==> src/rtl/idi_pkt_pkg.sv <==
// Shared types, constants and the CSI-2 header ECC helper for the IDI packet framer.
package idi_pkt_pkg;

    localparam logic [5:0] DT_SHORT_MAX = 6'h0F;

    typedef enum logic {
        IDLE    = 1'b0,
        PAYLOAD = 1'b1
    } state_t;

    typedef struct packed {
        logic [63:0] data;
        logic [7:0]  keep;
        logic        sop;
        logic        eop;
        logic        err;
        logic [3:0]  vc;
        logic [5:0]  dt;
    } beat_t;

    // CSI-2 Hamming parity over {word_count, vc[1:0], data_type}; each mask selects the data bits of one parity bit.
    function automatic logic [5:0] csi2_ecc(input logic [23:0] d);
        logic [5:0] p;
        p[0] = ^(d & 24'hF12CB7);
        p[1] = ^(d & 24'hF2555B);
        p[2] = ^(d & 24'h749A6D);
        p[3] = ^(d & 24'hB8E38E);
        p[4] = ^(d & 24'hDF03F0);
        p[5] = ^(d & 24'hEFFC00);
        return p;
    endfunction

endpackage

==> src/rtl/idi_pkt_fifo.sv <==
// Synchronous FIFO of framed beats; the storage array carries no reset, only the pointers do.
module idi_pkt_fifo
    import idi_pkt_pkg::*;
#(
    parameter int DEPTH = 16
) (
    input  logic  clk_data,
    input  logic  rst,
    input  logic  wr_en,
    input  beat_t wr_beat,
    input  logic  rd_en,
    output beat_t rd_beat,
    output logic  full,
    output logic  empty
);

    localparam int AW = $clog2(DEPTH);

    logic [AW:0] wr_ptr_q, wr_ptr_d;
    logic [AW:0] rd_ptr_q, rd_ptr_d;
    beat_t       mem_q [DEPTH];
    logic        do_wr;
    logic        do_rd;

    // Extra pointer bit distinguishes full from empty when the indices match.
    assign empty = (wr_ptr_q == rd_ptr_q);
    assign full  = (wr_ptr_q[AW] != rd_ptr_q[AW]) && (wr_ptr_q[AW-1:0] == rd_ptr_q[AW-1:0]);
    assign do_wr = wr_en && !full;
    assign do_rd = rd_en && !empty;

    assign rd_beat = mem_q[rd_ptr_q[AW-1:0]];

    always_comb begin
        wr_ptr_d = wr_ptr_q;
        rd_ptr_d = rd_ptr_q;
        if (do_wr) begin
            wr_ptr_d = wr_ptr_q + (AW+1)'(1);
        end
        if (do_rd) begin
            rd_ptr_d = rd_ptr_q + (AW+1)'(1);
        end
    end

    always_ff @(posedge clk_data) begin
        if (rst) begin
            wr_ptr_q <= '0;
            rd_ptr_q <= '0;
        end else begin
            wr_ptr_q <= wr_ptr_d;
            rd_ptr_q <= rd_ptr_d;
        end
    end

    always_ff @(posedge clk_data) begin
        if (do_wr) begin
            mem_q[wr_ptr_q[AW-1:0]] <= wr_beat;
        end
    end

endmodule

==> src/rtl/idi_pkt_framer.sv <==
// Frames IDI header/payload strobes into keep-masked beats buffered in an output FIFO.
// Optional header ECC checking is enabled by defining IDI_PKT_FRAMER_ECC_CHK_EN.
module idi_pkt_framer
    import idi_pkt_pkg::*;
#(
    parameter int FIFO_DEPTH = 16
) (
    input  logic        clk_data,
    input  logic        rst,
    input  logic        header_en,
    input  logic        data_en,
    input  logic [63:0] csi_data,
    input  logic [2:0]  byte_en,
    input  logic [5:0]  data_type,
    input  logic [3:0]  virtual_channel,
    input  logic [15:0] world_count,
    input  logic [7:0]  ecc,
    output logic        out_valid,
    input  logic        out_ready,
    output logic [63:0] out_data,
    output logic [7:0]  out_keep,
    output logic        out_sop,
    output logic        out_eop,
    output logic        out_err,
    output logic [3:0]  out_vc,
    output logic [5:0]  out_dt,
    output logic        err_wc,
    output logic        err_ovf,
    output logic        err_ecc,
    output logic [15:0] pkt_cnt
);

    function automatic logic [7:0] last_keep(input logic [2:0] r);
        return (r == 3'd0) ? 8'hFF : ((8'd1 << r) - 8'd1);
    endfunction

    function automatic logic [15:0] sat_sub8(input logic [15:0] r);
        return (r > 16'd8) ? (r - 16'd8) : 16'd0;
    endfunction

    state_t      state_q, state_d;
    logic [15:0] rem_q, rem_d;
    logic        first_q, first_d;
    logic [3:0]  vc_q, vc_d;
    logic [5:0]  dt_q, dt_d;
    logic        push_d;
    beat_t       beat_d;
    logic        err_wc_d, err_ecc_d;
    logic        hdr_ok;
    logic        is_short;
    logic        is_last;

    logic        push_p0_q;
    beat_t       beat_p0_q;
    logic        err_wc_q, err_ecc_q;
    logic        err_ovf_q, err_ovf_d;
    logic [15:0] pkt_cnt_q, pkt_cnt_d;

    logic        fifo_full, fifo_empty, fifo_rd;
    beat_t       fifo_beat;

`ifdef IDI_PKT_FRAMER_ECC_CHK_EN
    logic unused_ecc;
    assign unused_ecc = ^ecc[7:6];
    assign hdr_ok = header_en &&
                    (ecc[5:0] == csi2_ecc({world_count, virtual_channel[1:0], data_type}));
`else
    logic unused_ecc;
    assign unused_ecc = ^ecc;
    assign hdr_ok = header_en;
`endif

    assign is_short = (data_type <= DT_SHORT_MAX);
    assign is_last  = (rem_q <= 16'd8);

    always_comb begin
        state_d   = state_q;
        rem_d     = rem_q;
        first_d   = first_q;
        vc_d      = vc_q;
        dt_d      = dt_q;
        push_d    = 1'b0;
        beat_d    = '0;
        err_wc_d  = header_en && data_en;
        err_ecc_d = header_en && !hdr_ok;

        unique case (state_q)
            IDLE: begin
                if (hdr_ok) begin
                    if (is_short) begin
                        push_d      = 1'b1;
                        beat_d.data = {48'h0, world_count};
                        beat_d.keep = 8'h03;
                        beat_d.sop  = 1'b1;
                        beat_d.eop  = 1'b1;
                        beat_d.vc   = virtual_channel;
                        beat_d.dt   = data_type;
                    end else if (world_count == 16'd0) begin
                        push_d      = 1'b1;
                        beat_d.sop  = 1'b1;
                        beat_d.eop  = 1'b1;
                        beat_d.vc   = virtual_channel;
                        beat_d.dt   = data_type;
                    end else begin
                        state_d = PAYLOAD;
                        rem_d   = world_count;
                        first_d = 1'b1;
                        vc_d    = virtual_channel;
                        dt_d    = data_type;
                    end
                end else if (data_en && !header_en) begin
                    err_wc_d = 1'b1;
                end
            end
            PAYLOAD: begin
                if (header_en) begin
                    // Close the interrupted packet; the terminator carries the old packet's vc/dt.
                    push_d     = 1'b1;
                    beat_d.sop = first_q;
                    beat_d.eop = 1'b1;
                    beat_d.err = 1'b1;
                    beat_d.vc  = vc_q;
                    beat_d.dt  = dt_q;
                    err_wc_d   = 1'b1;
                    state_d    = IDLE;
                    rem_d      = 16'd0;
                    if (hdr_ok && !is_short && (world_count != 16'd0)) begin
                        state_d = PAYLOAD;
                        rem_d   = world_count;
                        first_d = 1'b1;
                        vc_d    = virtual_channel;
                        dt_d    = data_type;
                    end
                end else if (data_en) begin
                    push_d      = 1'b1;
                    beat_d.data = csi_data;
                    beat_d.keep = is_last ? last_keep(rem_q[2:0]) : 8'hFF;
                    beat_d.sop  = first_q;
                    beat_d.eop  = is_last;
                    beat_d.vc   = vc_q;
                    beat_d.dt   = dt_q;
                    first_d     = 1'b0;
                    rem_d       = sat_sub8(rem_q);
                    // remaining stays congruent to world_count mod 8, so it yields the expected last byte index.
                    if (is_last) begin
                        state_d = IDLE;
                        if (byte_en != (rem_q[2:0] - 3'd1)) begin
                            err_wc_d = 1'b1;
                        end
                    end
                end
            end
            default: state_d = IDLE;
        endcase
    end

    always_ff @(posedge clk_data) begin
        if (rst) begin
            state_q <= IDLE;
            rem_q   <= '0;
            first_q <= 1'b0;
        end else begin
            state_q <= state_d;
            rem_q   <= rem_d;
            first_q <= first_d;
        end
    end

    always_ff @(posedge clk_data) begin
        vc_q <= vc_d;
        dt_q <= dt_d;
    end

    // Stage p0: registered beat waiting for the FIFO write.
    always_ff @(posedge clk_data) begin
        if (rst) begin
            push_p0_q <= 1'b0;
            err_wc_q  <= 1'b0;
            err_ecc_q <= 1'b0;
        end else begin
            push_p0_q <= push_d;
            err_wc_q  <= err_wc_d;
            err_ecc_q <= err_ecc_d;
        end
    end

    always_ff @(posedge clk_data) begin
        beat_p0_q <= beat_d;
    end

    always_comb begin
        err_ovf_d = push_p0_q && fifo_full;
        pkt_cnt_d = pkt_cnt_q;
        if (push_p0_q && !fifo_full && beat_p0_q.eop) begin
            pkt_cnt_d = pkt_cnt_q + 16'd1;
        end
    end

    always_ff @(posedge clk_data) begin
        if (rst) begin
            err_ovf_q <= 1'b0;
            pkt_cnt_q <= '0;
        end else begin
            err_ovf_q <= err_ovf_d;
            pkt_cnt_q <= pkt_cnt_d;
        end
    end

    idi_pkt_fifo #(
        .DEPTH (FIFO_DEPTH)
    ) u_fifo (
        .clk_data (clk_data),
        .rst      (rst),
        .wr_en    (push_p0_q),
        .wr_beat  (beat_p0_q),
        .rd_en    (fifo_rd),
        .rd_beat  (fifo_beat),
        .full     (fifo_full),
        .empty    (fifo_empty)
    );

    assign fifo_rd = out_valid && out_ready;

    // Stale storage is masked while empty so the outputs read zero after reset.
    always_comb begin
        out_valid = !fifo_empty;
        out_data  = '0;
        out_keep  = '0;
        out_sop   = 1'b0;
        out_eop   = 1'b0;
        out_err   = 1'b0;
        out_vc    = '0;
        out_dt    = '0;
        if (!fifo_empty) begin
            out_data = fifo_beat.data;
            out_keep = fifo_beat.keep;
            out_sop  = fifo_beat.sop;
            out_eop  = fifo_beat.eop;
            out_err  = fifo_beat.err;
            out_vc   = fifo_beat.vc;
            out_dt   = fifo_beat.dt;
        end
    end

    assign err_wc  = err_wc_q;
    assign err_ovf = err_ovf_q;
`ifdef IDI_PKT_FRAMER_ECC_CHK_EN
    assign err_ecc = err_ecc_q;
`else
    logic unused_ecc_chk;
    assign unused_ecc_chk = err_ecc_q;
    assign err_ecc = 1'b0;
`endif
    assign pkt_cnt = pkt_cnt_q;

endmodule

==> config.mk <==
export PLATFORM = sky130hd
export DESIGN_NAME = idi_pkt_framer
export DESIGN_NICKNAME = d
export VERILOG_FILES = /design/src/rtl/idi_pkt_pkg.sv /design/src/rtl/idi_pkt_fifo.sv /design/src/rtl/idi_pkt_framer.sv
export SDC_FILE = /design/constraint.sdc
export NUM_CORES = 1
export LEC_CHECK = 0
export ABC_CLOCK_PERIOD_IN_PS = 14700
export CAP_MARGIN = 20
export CORE_ASPECT_RATIO = 2
export CORE_MARGIN = 2
export CORE_UTILIZATION = 48
export DETAILED_ROUTE_END_ITERATION = 6
export PLACE_DENSITY = 0.73
export REMOVE_ABC_BUFFERS = 1
export SYNTH_ARGS = -nofsm -noshare
export SYNTH_HDL_FRONTEND = slang
export SYNTH_SLANG_ARGS = --single-unit
==> constraint.sdc <==
create_clock -name clk_data -period 14.7 [get_ports clk_data]
set_input_delay 3.675 -clock clk_data [delete_from_list [all_inputs] [get_ports clk_data]]
set_output_delay 3.675 -clock clk_data [all_outputs]
set_load 0.05 [all_outputs]
# After elaboration in Yosys (flattened, before gate mapping)
# Memories as Yosys holds them, arrays and structs flattened. A register that Yosys moved wholly into a read port is not among the register bits.
# Index checks and enable logic that the tools add are counted.
[totals]
out_inout_bits = 105
input_bits = 106
mem_count = 1
ff_bits = 142
wordCells = 137
ramBits = 1360
[op_classes]
reduce_logical = 20
n_shift = 1
n_lt_le_gt_ge = 3
add_sub_neg = 6
bitwise = 1
n_mux = 76
eq_ne = 11
[memory_table]
columns = ["name", "words", "word_bits", "read_ports", "rd_ports_with_merged_regs", "write_ports", "line", "rtl"]
rows = [
  ["u_fifo.mem_q", 16, 85, 1, 1, 1, "idi_pkt_fifo.sv:21", "beat_t mem_q [DEPTH];"],
]
[op_table]
columns = ["cell", "count"]
rows = [
  ["$pmux W74 S2", 1],
  ["$mux W16", 7],
  ["$mux W74", 1],
  ["$mux W72", 1],
  ["$mux W64", 1],
  ["$mux W10", 5],
  ["$mux W6", 6],
  ["$mux W4", 8],
  ["$pmux W16 S2", 1],
  ["$mux W1", 30],
  ["$mux W26", 1],
  ["$mux W24", 1],
  ["$mux W8", 3],
  ["$pmux W10 S2", 1],
  ["$add A16 B1 Y16 const B", 1],
  ["$gt A16 B4 Y1 const B", 1],
  ["$le A16 B4 Y1 const B", 1],
  ["$logic_not A16 Y1", 1],
  ["$reduce_bool A16 Y1", 1],
  ["$sub A16 B4 Y16 const B", 1],
  ["$pmux W6 S2", 1],
  ["$add A5 B1 Y5 const B", 2],
  ["$logic_and A1 B1 Y1", 10],
  ["$reduce_and A5 Y1", 2],
  ["other kinds (19)", 30],
]

# Longest topological paths before layout
# Gate-level depths: netlist (run 1).
[depth]
ltp_word = 7
mapped_depth = 9
ltp_nobuf = 7

# By module
# Synthesis (run 1) repeated with hierarchy kept, for this count alone.
[unflattened]
hier_cells = 2546
hier_area_um2 = 57372.5
[modules_own_cells]
columns = ["module", "seq_area_each_um2", "area_per_inst_um2", "instances", "cells_per_inst"]
rows = [
  ["idi_pkt_fifo", 41119.4, 51857.2, 1, 1986],
  ["idi_pkt_framer", 2742.6, 5515.3, 1, 560],
]

# Least setup slack after synthesis (run 1)
# No wires, ideal clock.
[synth_path]
path_type = "flip-flop to flip-flop"
start = "register u_fifo.rd_ptr_q[4]"
end = "memory u_fifo.mem_q[3][0] in the netlist's numbering (enable)"
path_buffers = 1
required_ns = 14.067
period_less_slack_ns = 7.521
slack_ns = 7.179
t_arrival_ns = 6.888
setup_ns = 0.633
stages_incl_launch_ff = 5
path_cell_list = "dfxtp_1 xnor2_1 clkbuf_1 o211ai_1 nor3_1"
[synth_between]
elab_chain_len = 6
[synth_rtl]
columns = ["element", "line", "rtl"]
rows = [
  ["start: declaration", "idi_pkt_fifo.sv:20", "logic [AW:0] rd_ptr_q, rd_ptr_d;"],
  ["start signal: assignment", "idi_pkt_fifo.sv:50", "rd_ptr_q <= rd_ptr_d;"],
  ["$ne A1 B1 Y1", "idi_pkt_fifo.sv:27", "assign full = (wr_ptr_q[AW] != rd_ptr_q[AW]) && (wr_ptr_q[AW-1:0] == rd_ptr_q[AW-1:0]);"],
  ["$logic_and A1 B1 Y1", "idi_pkt_fifo.sv:27", ""],
  ["$logic_not A1 Y1", "idi_pkt_fifo.sv:28", "assign do_wr = wr_en && !full;"],
  ["$logic_and A1 B1 Y1", "idi_pkt_fifo.sv:28", ""],
  ["$mux W1", "idi_pkt_fifo.sv:55", "if (do_wr) begin"],
  ["$mux W1 (not written as such)", "idi_pkt_fifo.sv:56", "mem_q[wr_ptr_q[AW-1:0]] <= wr_beat;"],
  ["end: declaration", "idi_pkt_fifo.sv:21", ""],
]
# Every way passes these cells.

==> results_dict.tcl, run 1 <==
set metrics [dict create \
    synth_top_area_share_pct 72.1 \
    start_util_pct 48.4 \
    worst-endpoint-arrival_ns 5.10 \
    clock-root-buffer "clkbuf_16" \
    post_drt_wl_per_cell_um 29.3 \
    seqPwrFrac_pct 52.3 \
    nets 2891 \
    end_kind "primary output" \
    grt-ovfl-total 0 \
    yosysUniqueCellTypes 54 \
    multi_input_area_um2 12600 \
    rrSetupSlack_ns 10.61 \
    cts_buffers 130 \
    drc 0 \
    drive_above_1_share_pct 24.4 \
    ys.flop_type "edfxtp_1" \
    setup_viol 0 \
    cts_hold_buffers 0 \
    rows 178 \
    grt_max_degree 121 \
    gp_congestion 0.843 \
    dr.pass1.iters 5 \
    post_synth_main_area_contributors "edfxtp_1 (72%), mux4_2 (17%), dfxtp_1 (4.8%)" \
    fp.dieW_um 248 \
    synth_seq_cells 1506 \
    power_switching_mw 2.05 \
    clkLatencyLatePin_ns 0.75 \
    synthToLayoutAreaGrowth_pct 14.4 \
    totalWireLength_um 129000 \
    place_ws_ns 6.01 \
    rsz0062_at_grt "no" \
    cp-start-kind "flip-flop" \
    finalMaxSlewViolations 0 \
    critical_path_class "flip-flop to primary output" \
    viasPerCell 6.13 \
    coreArea_um2 118000 \
    clock.fmax_ghz 0.114 \
    post_cts_buffers 0 \
    cts.sinks 1506 \
    pwr-share-comb_pct 9.6 \
    grt_busiest_layer "met2" \
    die-area_um2 122000 \
    slew_headroom_pct 24.2 \
    finalWorstSetupSlack_ns 5.92 \
    htree_levels 4 \
    intPower_mw 6.96 \
    syn_avg_cell_area_um2 22.5 \
    synth_area_um2 57000 \
    path_clk_slew_ns 0.06 \
    worstPathRequired_ns 11.02 \
    crit_fanout 64 \
    post-dp-hpwl_um 65000 \
    worst_pin_slew_ns 1.14 \
    hold_path_class "flip-flop to flip-flop" \
    grt_pass1_wl_um 188000 \
    synth_top_cell_by_area "edfxtp_1" \
    timing.final.crit_share_pct 59.7 \
    seq_area_frac_synth_pct 76.9 \
    grt_use_met1_pct 28.6 \
    die_h_um 491 \
    yosys_warnings 0 \
    cts_max_path_buffers 3 \
    synth-edff-count 1370 \
    cts_resized 0 \
    use_met2_pct 36.8 \
    syn_inst 2535 \
    hold_viol 0 \
    drt_iter0_drc 2461 \
    synth_top_cells_by_count "edfxtp_1 (1370), mux4_2 (425), dfxtp_1 (136)" \
    antenna_found_initial 3 \
    finalClockSkew_ns 0.0305 \
    synth_most_common_cell "edfxtp_1" \
    sw_frac_of_total_pct 22.8 \
    p_leak_nw 20.8 \
    status "finished, final reports clean" \
    io-pin-count 211 \
    power_density_nw_per_um2 138 \
    ant_nets 0 \
    gr-usage-all-layers_pct 21.5 \
    vdd_drop_max_v 0.000111 \
    timing.hold.ws_ns 0.471 \
    grtUsageMet3_pct 3.30 \
    portBuffers 201 \
    regArea_um2 43900 \
    fin_crit_ns 8.78 \
    clkPwrFrac_pct 38.2 \
    fillers 8453 \
    async_reset_ff_share_pct 0 \
    vias 27038 \
    grt_pass1_vias 28405 \
    cap_violations 0 \
    cts_tree "done" \
]
[sequential cells by signal, summed over array words and instances, names as in the netlist, named ones only]
register,count
vc_q,4
err_ovf,1
u_fifo.rd_ptr_q,5
beat_p0_q,85
rem_q,16
push_p0_q,1
first_q,1
pkt_cnt,16
u_fifo.mem_q,1360
state_q,1
dt_q,6
err_wc,1
u_fifo.wr_ptr_q,5
[power groups by stage]
stage	Combinational, mW	Sequential, mW	Clock, mW
finish	0.861	4.71	3.44
global route	0.914	4.72	3.65
CTS	0.853	4.72	3.50
detailed placement	0.849	4.82	0
global placement	0.835	4.81	0
floorplan	0.757	4.88	0
[critical path, stage by stage (launching register included)]
cell and delay [ns]:
dfxtp_4 0.84, buf_4 0.85, buf_4 0.42, buf_16 0.35, mux4_2 0.38, mux4_2 0.48, nor2b_1 0.17, clkdlybuf4s50_1 0.75
[layout by cell type, fill, tap and decap left out, types with 5 or more instances in the layout]
cell	n
clkinv_2	17
o21ai_0	13
buf_16	5
nand2b_1	7
clkbuf_16	130
nor3_1	6
nand4_1	5
nor2b_1	88
nand2_1	16
xnor2_1	12
inv_6	7
clkbuf_1	27
clkinv_8	5
clkinvlp_4	7
o2111ai_1	5
ha_1	12
and3_1	53
clkinv_1	14
a21oi_1	29
mux4_2	425
clkdlybuf4s50_1	200
a22o_1	26
o32ai_1	10
nor4_1	6
inv_1	24
edfxtp_1	1370
buf_4	39
o211ai_1	6
nor2_1	41
nand3_1	10
bufinv_16	10
dfxtp_1	132
clkbuf_8	13
and3_4	13
a32oi_1	6
xor2_1	16
[per-layer routing]
metal  wire (µm)  up-vias
li1            -    11100
met1       50300    14531
met2       67500     1196
met3        8100      211
met4        3180        0
met5           0        -
[worst paths after layout]
kind                      startpoint                    to  cells past startpoint
hold / removal               dt_q[1]          beat_p0_q[1]                      1
setup / recovery           flip-flop           out_data[3]                      7
hold reg to reg              dt_q[1]          beat_p0_q[1]                      1
setup reg to reg  u_fifo.wr_ptr_q[3]  u_fifo.mem_q[12][54]                      6
[metrics by stage]
stage | setup TNS (ns) | utilization, % | instances | total power, mW | instance area, µm²
final | 0 | 55.4 | 4412 | 9.01 | 65200
after global routing | 0 | 55.4 | 4410 | 9.28 | 65200
after CTS | 0 | 55.2 | 4402 | 9.07 | 65100
after global placement | 0 | 51.6 | 4164 | 5.64 | 60800
after detailed placement | 0 | 51.6 | 4164 | 5.67 | 60800
after floorplan | -399.03 | - | 2393 | 5.63 | 56400
[final cells by class]
class                   instances  share of cell area [%]
clock buffers                 170                    5.42
repair buffers                248                    3.81
inverters                      25                   0.152
diodes                          3                  0.0115
multi-input cells             862                    19.2
flip-flops and latches       1506                    67.3
clock inverters                68                    1.19
well taps                    1530                    2.93
[logic make-up after synthesis]
| group | count (synthesis) | synth area share (%) |
|---|---|---|
| compound gates | 119 | 1.53 |
| xor+xnor | 28 | 0.430 |
| other cells | 1 | 0.00658 |
| simple gates | 274 | 2.76 |
| buf+inv | 167 | 1.25 |
| fa+ha+maj | 12 | 0.263 |
| mux | 428 | 16.8 |
| flops | 1506 | 76.9 |
(Power assumes the default switching activity.)
==> run 2: changes to the inputs <==
--- a/config.mk
+++ b/config.mk
@@ -5,7 +5,7 @@
 export SDC_FILE = /design/constraint.sdc
 export NUM_CORES = 1
 export LEC_CHECK = 0
-export ABC_CLOCK_PERIOD_IN_PS = 14700
+export ABC_CLOCK_PERIOD_IN_PS = 9100
 export CAP_MARGIN = 20
 export CORE_ASPECT_RATIO = 2
 export CORE_MARGIN = 2
==> constraint.sdc (replaced) <==
create_clock -name clk_data -period 9.1 [get_ports clk_data]
set_input_delay 2.275 -clock clk_data [delete_from_list [all_inputs] [get_ports clk_data]]
set_output_delay 2.275 -clock clk_data [all_outputs]
set_load 0.05 [all_outputs]
==> results_dict.tcl, run 2 (synthesized netlist as in run 1, its figures left out) <==
set metrics [dict create \
    r2r-start "u_fifo.wr_ptr_q[3]" \
    crit_fanout 46 \
    cp-start-kind "flip-flop" \
    totalWireLength_um 128000 \
    p_leak_nw 20.8 \
    cts.sinks 1506 \
    r2r_cells 6 \
    final_util_pct 55.3 \
    worst_pin_slew_ns 1.06 \
    fp.dieW_um 248 \
    coreArea_um2 118000 \
    viasPerCell 6.09 \
    ant_nets 0 \
    finalClockSkew_ns 0.0239 \
    drt_iter0_drc 2362 \
    fin_crit_ns 7.02 \
    largest_register_ffs 1360 \
    die-area_um2 122000 \
    power_mw 14.5 \
    grt_pass1_vias 28223 \
    holdPathStages 1 \
    finalMaxSlewViolations 0 \
    grt_pass1_wl_um 188000 \
    cts_tree "done" \
    placed_area_um2 60800 \
    drc 0 \
    vdd_drop_max_v 0.000220 \
    clkLatencyLatePin_ns 0.74 \
    hold_viol 0 \
    status "finished, final reports clean" \
    cts_max_path_buffers 3 \
    critical_path_class "flip-flop to primary output" \
    timing.hold.ws_ns 0.473 \
    clock.fmax_ghz 0.142 \
    antenna_found_initial 3 \
    final_common_cell "edfxtp_1" \
    start_util_pct 48.4 \
    rows 178 \
    gp_congestion 0.844 \
    timing.final.crit_share_pct 77.2 \
    fin_tns_setup_ns 0 \
    cts_resized 0 \
    grt_max_degree 146 \
    post-dp-hpwl_um 64000 \
    fin_area_um2 65100 \
    portBuffers 201 \
    grt-ovfl-total 0 \
    path_clk_slew_ns 0.07 \
    cts_hold_buffers 0 \
    setup_viol 0 \
    synthToLayoutAreaGrowth_pct 14.2 \
    post_drt_wl_per_cell_um 29.1 \
    final_cell_mix "edfxtp_1 (1370), mux4_2 (425), clkdlybuf4s50_1 (200), clkbuf_16 (137), dfxtp_1 (132)" \
    power_density_nw_per_um2 223 \
    io-pin-count 211 \
    dr.pass1.iters 5 \
    cap_violations 0 \
    drive_above_1_share_pct 24.1 \
    worst-endpoint-arrival_ns 4.75 \
    worstPathRequired_ns 6.83 \
    vias 26878 \
    worstHoldStart "dt_q[2]" \
    gr-usage-all-layers_pct 21.5 \
    rsz0062_at_grt "no" \
    clock-root-buffer "clkbuf_16" \
    hold_path_class "flip-flop to flip-flop" \
    post_cts_buffers 0 \
    end_kind "primary output" \
    nets 2885 \
    die_h_um 491 \
    slew_headroom_pct 29.6 \
    cts_buffers 132 \
    htree_levels 4 \
]
## run 2: cell count changes in the layout (fill, tap and decap cells not counted), moves of 3 or more
cell       previous run  this run
clkinv_16             3         0
buf_16                5         0
clkbuf_16           130       137
clkbuf_1             27        33
inv_6                 7        11
buf_12                1         6
clkinv_2             17        23
clkbuf_8             13         4
buf_4                39        32
## run 2: worst paths after layout
kind	slack, ns	to
worst max-delay path	2.08	out_keep[2]
worst min-delay path	0.47	beat_p0_q[2]
worst max register to register	5.13	u_fifo.mem_q[5][32]
worst min register to register	0.47	beat_p0_q[2]
## run 2: worst max-delay path: stages (launching register included)
cell and delay, ns:
dfxtp_4 0.95, buf_4 0.83, mux4_2 0.62, mux4_2 0.52, nor2b_1 0.20, clkdlybuf4s50_1 0.76
## run 2: metrics by stage
stage / worst slack [ns] / instances
2_1_floorplan: -8.89 / 2393
3_3_place_gp: 2.82 / 4162
5_1_grt: 1.75 / 4409
6_report: 2.08 / 4410
3_5_place_dp: 2.75 / 4162
4_1_cts: 1.91 / 4407
## run 2: report_power, final
group	switching [mW]	internal, mW	total (mW)
clock network	2.47	3.09	5.56
registers	0.0882	7.54	7.62
logic	0.732	0.630	1.36
## run 2: final cells by class
cell class	instances	area [µm²]
Tap cell	1530	1910
Multi-Input combinational cell	862	12600
Clock inverter	71	676
Fill cell	8477	52700
Timing Repair Buffer	240	2380
Sequential cell	1506	43900
Clock buffer	174	3610
Antenna cell	2	5.00
Inverter	25	98.8
## run 2: metal layers
metal  vias to the layer above  wire length (µm)  global-route usage, %
li1                      11091                 -                      -
met1                     14356             50000                   28.5
met2                      1201             67100                   36.6
met5                         -                 0                      0
met4                         0              3260                   6.37
met3                       230              8170                   3.39
==> run 3: changes to the inputs <==
--- a/config.mk
+++ b/config.mk
@@ -5,13 +5,13 @@
 export SDC_FILE = /design/constraint.sdc
 export NUM_CORES = 1
 export LEC_CHECK = 0
-export ABC_CLOCK_PERIOD_IN_PS = 9100
+export ABC_CLOCK_PERIOD_IN_PS = 5950
 export CAP_MARGIN = 20
 export CORE_ASPECT_RATIO = 2
 export CORE_MARGIN = 2
 export CORE_UTILIZATION = 48
 export DETAILED_ROUTE_END_ITERATION = 6
-export PLACE_DENSITY = 0.73
+export PLACE_DENSITY = 0.76
 export REMOVE_ABC_BUFFERS = 1
 export SYNTH_ARGS = -nofsm -noshare
 export SYNTH_HDL_FRONTEND = slang
==> constraint.sdc (replaced) <==
create_clock -name clk_data -period 5.95 [get_ports clk_data]
set_input_delay 1.4875 -clock clk_data [delete_from_list [all_inputs] [get_ports clk_data]]
set_output_delay 1.4875 -clock clk_data [all_outputs]
set_load 0.05 [all_outputs]
==> results_dict.tcl, run 3 (synthesized netlist as in run 1, its figures left out) <==
set metrics [dict create \
    status "finished, violations left" \
    violations "DRC" \
    hold_path_class "flip-flop to flip-flop" \
    post-dp-hpwl_um 68700 \
    p_leak_nw 20.7 \
    io-pin-count 211 \
    hold_viol 0 \
    grt_max_degree 89 \
    critical_path_class "flip-flop to primary output" \
    path_common_cell "mux4_2" \
    cpLargestDelayFamily "buffers and inverters" \
    power_density_nw_per_um2 332 \
    fin_crit_ns 5.49 \
    finalClockSkew_ns 0.0446 \
    synthToLayoutAreaGrowth_pct 14.1 \
    grt-ovfl-total 0 \
    gr-usage-all-layers_pct 21.8 \
    placed_area_um2 61200 \
    cts_tree "done" \
    vdd_drop_max_v 0.000281 \
    rsz0062_at_grt "no" \
    cts_hold_buffers 0 \
    cts.sinks 1506 \
    cp-start-kind "flip-flop" \
    worst-endpoint-arrival_ns 4.01 \
    clock.fmax_ghz 0.182 \
    worst_pin_slew_ns 1.14 \
    htree_levels 3 \
    worstPathRequired_ns 4.46 \
    final_cell_mix "edfxtp_1 (1370), mux4_2 (425), clkdlybuf4s50_1 (200), dfxtp_1 (132), clkbuf_16 (116)" \
    vias 27201 \
    ant_nets 0 \
    setup_viol 0 \
    clkLatencyLatePin_ns 0.73 \
    clock-root-buffer "clkbuf_16" \
    totalWireLength_um 131000 \
    coreArea_um2 118000 \
    post_cts_buffers 0 \
    drive_above_1_share_pct 24.3 \
    post_drt_wl_per_cell_um 29.8 \
    grt_pass1_wl_um 191000 \
    gp_congestion 0.860 \
    crit_fanout 22 \
    crit_chain "buf_12 -> buf_4 -> mux4_2 -> mux4_2 -> nor2b_1 -> clkdlybuf4s50_1" \
    drt_iter0_drc 3015 \
    viasPerCell 6.18 \
    die-area_um2 122000 \
    finalMaxSlewViolations 0 \
    cts_resized 0 \
    timing.final.crit_share_pct 92.3 \
    cts_max_path_buffers 3 \
    rows 178 \
    largest_register_ffs 1360 \
    grt_pass1_vias 28853 \
    dr.pass1.iters 7 \
    drc 4 \
    fin_area_um2 65100 \
    path_clk_slew_ns 0.07 \
    slowest_delay_ns 0.75 \
    cap_violations 0 \
    portBuffers 201 \
    final_common_cell "edfxtp_1" \
    nets 2887 \
    end_kind "primary output" \
    power_mw 21.6 \
    fp.dieW_um 248 \
    slowest_stage "clkdlybuf4s50_1" \
    crit_buf_inv 3 \
    antenna_found_initial 6 \
    die_h_um 491 \
    cts_buffers 115 \
    start_util_pct 48.4 \
    slew_headroom_pct 24.0 \
]
-- run 3: worst paths after layout --
check | endpoint | slack (ns) | from | cells past startpoint
setup / recovery | out_err | 0.46 | flip-flop | 6
hold reg to reg | beat_p0_q[9] | 0.48 | vc_q[3] | 1
hold / removal | beat_p0_q[9] | 0.48 | vc_q[3] | 1
setup reg to reg | u_fifo.mem_q[14][83] | 2.45 | u_fifo.wr_ptr_q[2] | 6
-- run 3: through the flow --
stage	TNS, ns	hold slack [ns]	setup WS, ns	instances	utilization [%]
finish	0	0.483	0.455	4401	55.2
global route	0	0.499	0.227	4401	55.2
CTS	0	0.495	0.328	4399	55.2
detailed placement	0	0.483	1.15	4181	52.0
global placement	0	0.482	1.17	4181	52.0
floorplan	-1099.91	0.423	-11.26	2393	-
-- run 3: report_power, final --
group,switching [mW],internal (mW)
Sequential,0.117,11.5
Combinational,1.16,1.01
Clock,3.64,4.13
-- run 3: layout make-up --
class | instances | area (µm²)
Fill cell | 8337 | 52700
Sequential cell | 1506 | 43900
Multi-Input combinational cell | 862 | 12600
Clock buffer | 146 | 3120
Timing Repair Buffer | 259 | 2810
Tap cell | 1530 | 1910
Clock inverter | 72 | 693
Inverter | 25 | 96.3
Antenna cell | 1 | 2.50
-- run 3: layer usage --
layer | global-route usage [%] | vias to the layer above | wire (µm)
li1 | - | 11082 | -
met1 | 28.2 | 14444 | 48100
met2 | 37.9 | 1421 | 69100
met3 | 3.52 | 250 | 10200
met4 | 6.60 | 4 | 3770
met5 | 0 | - | 23
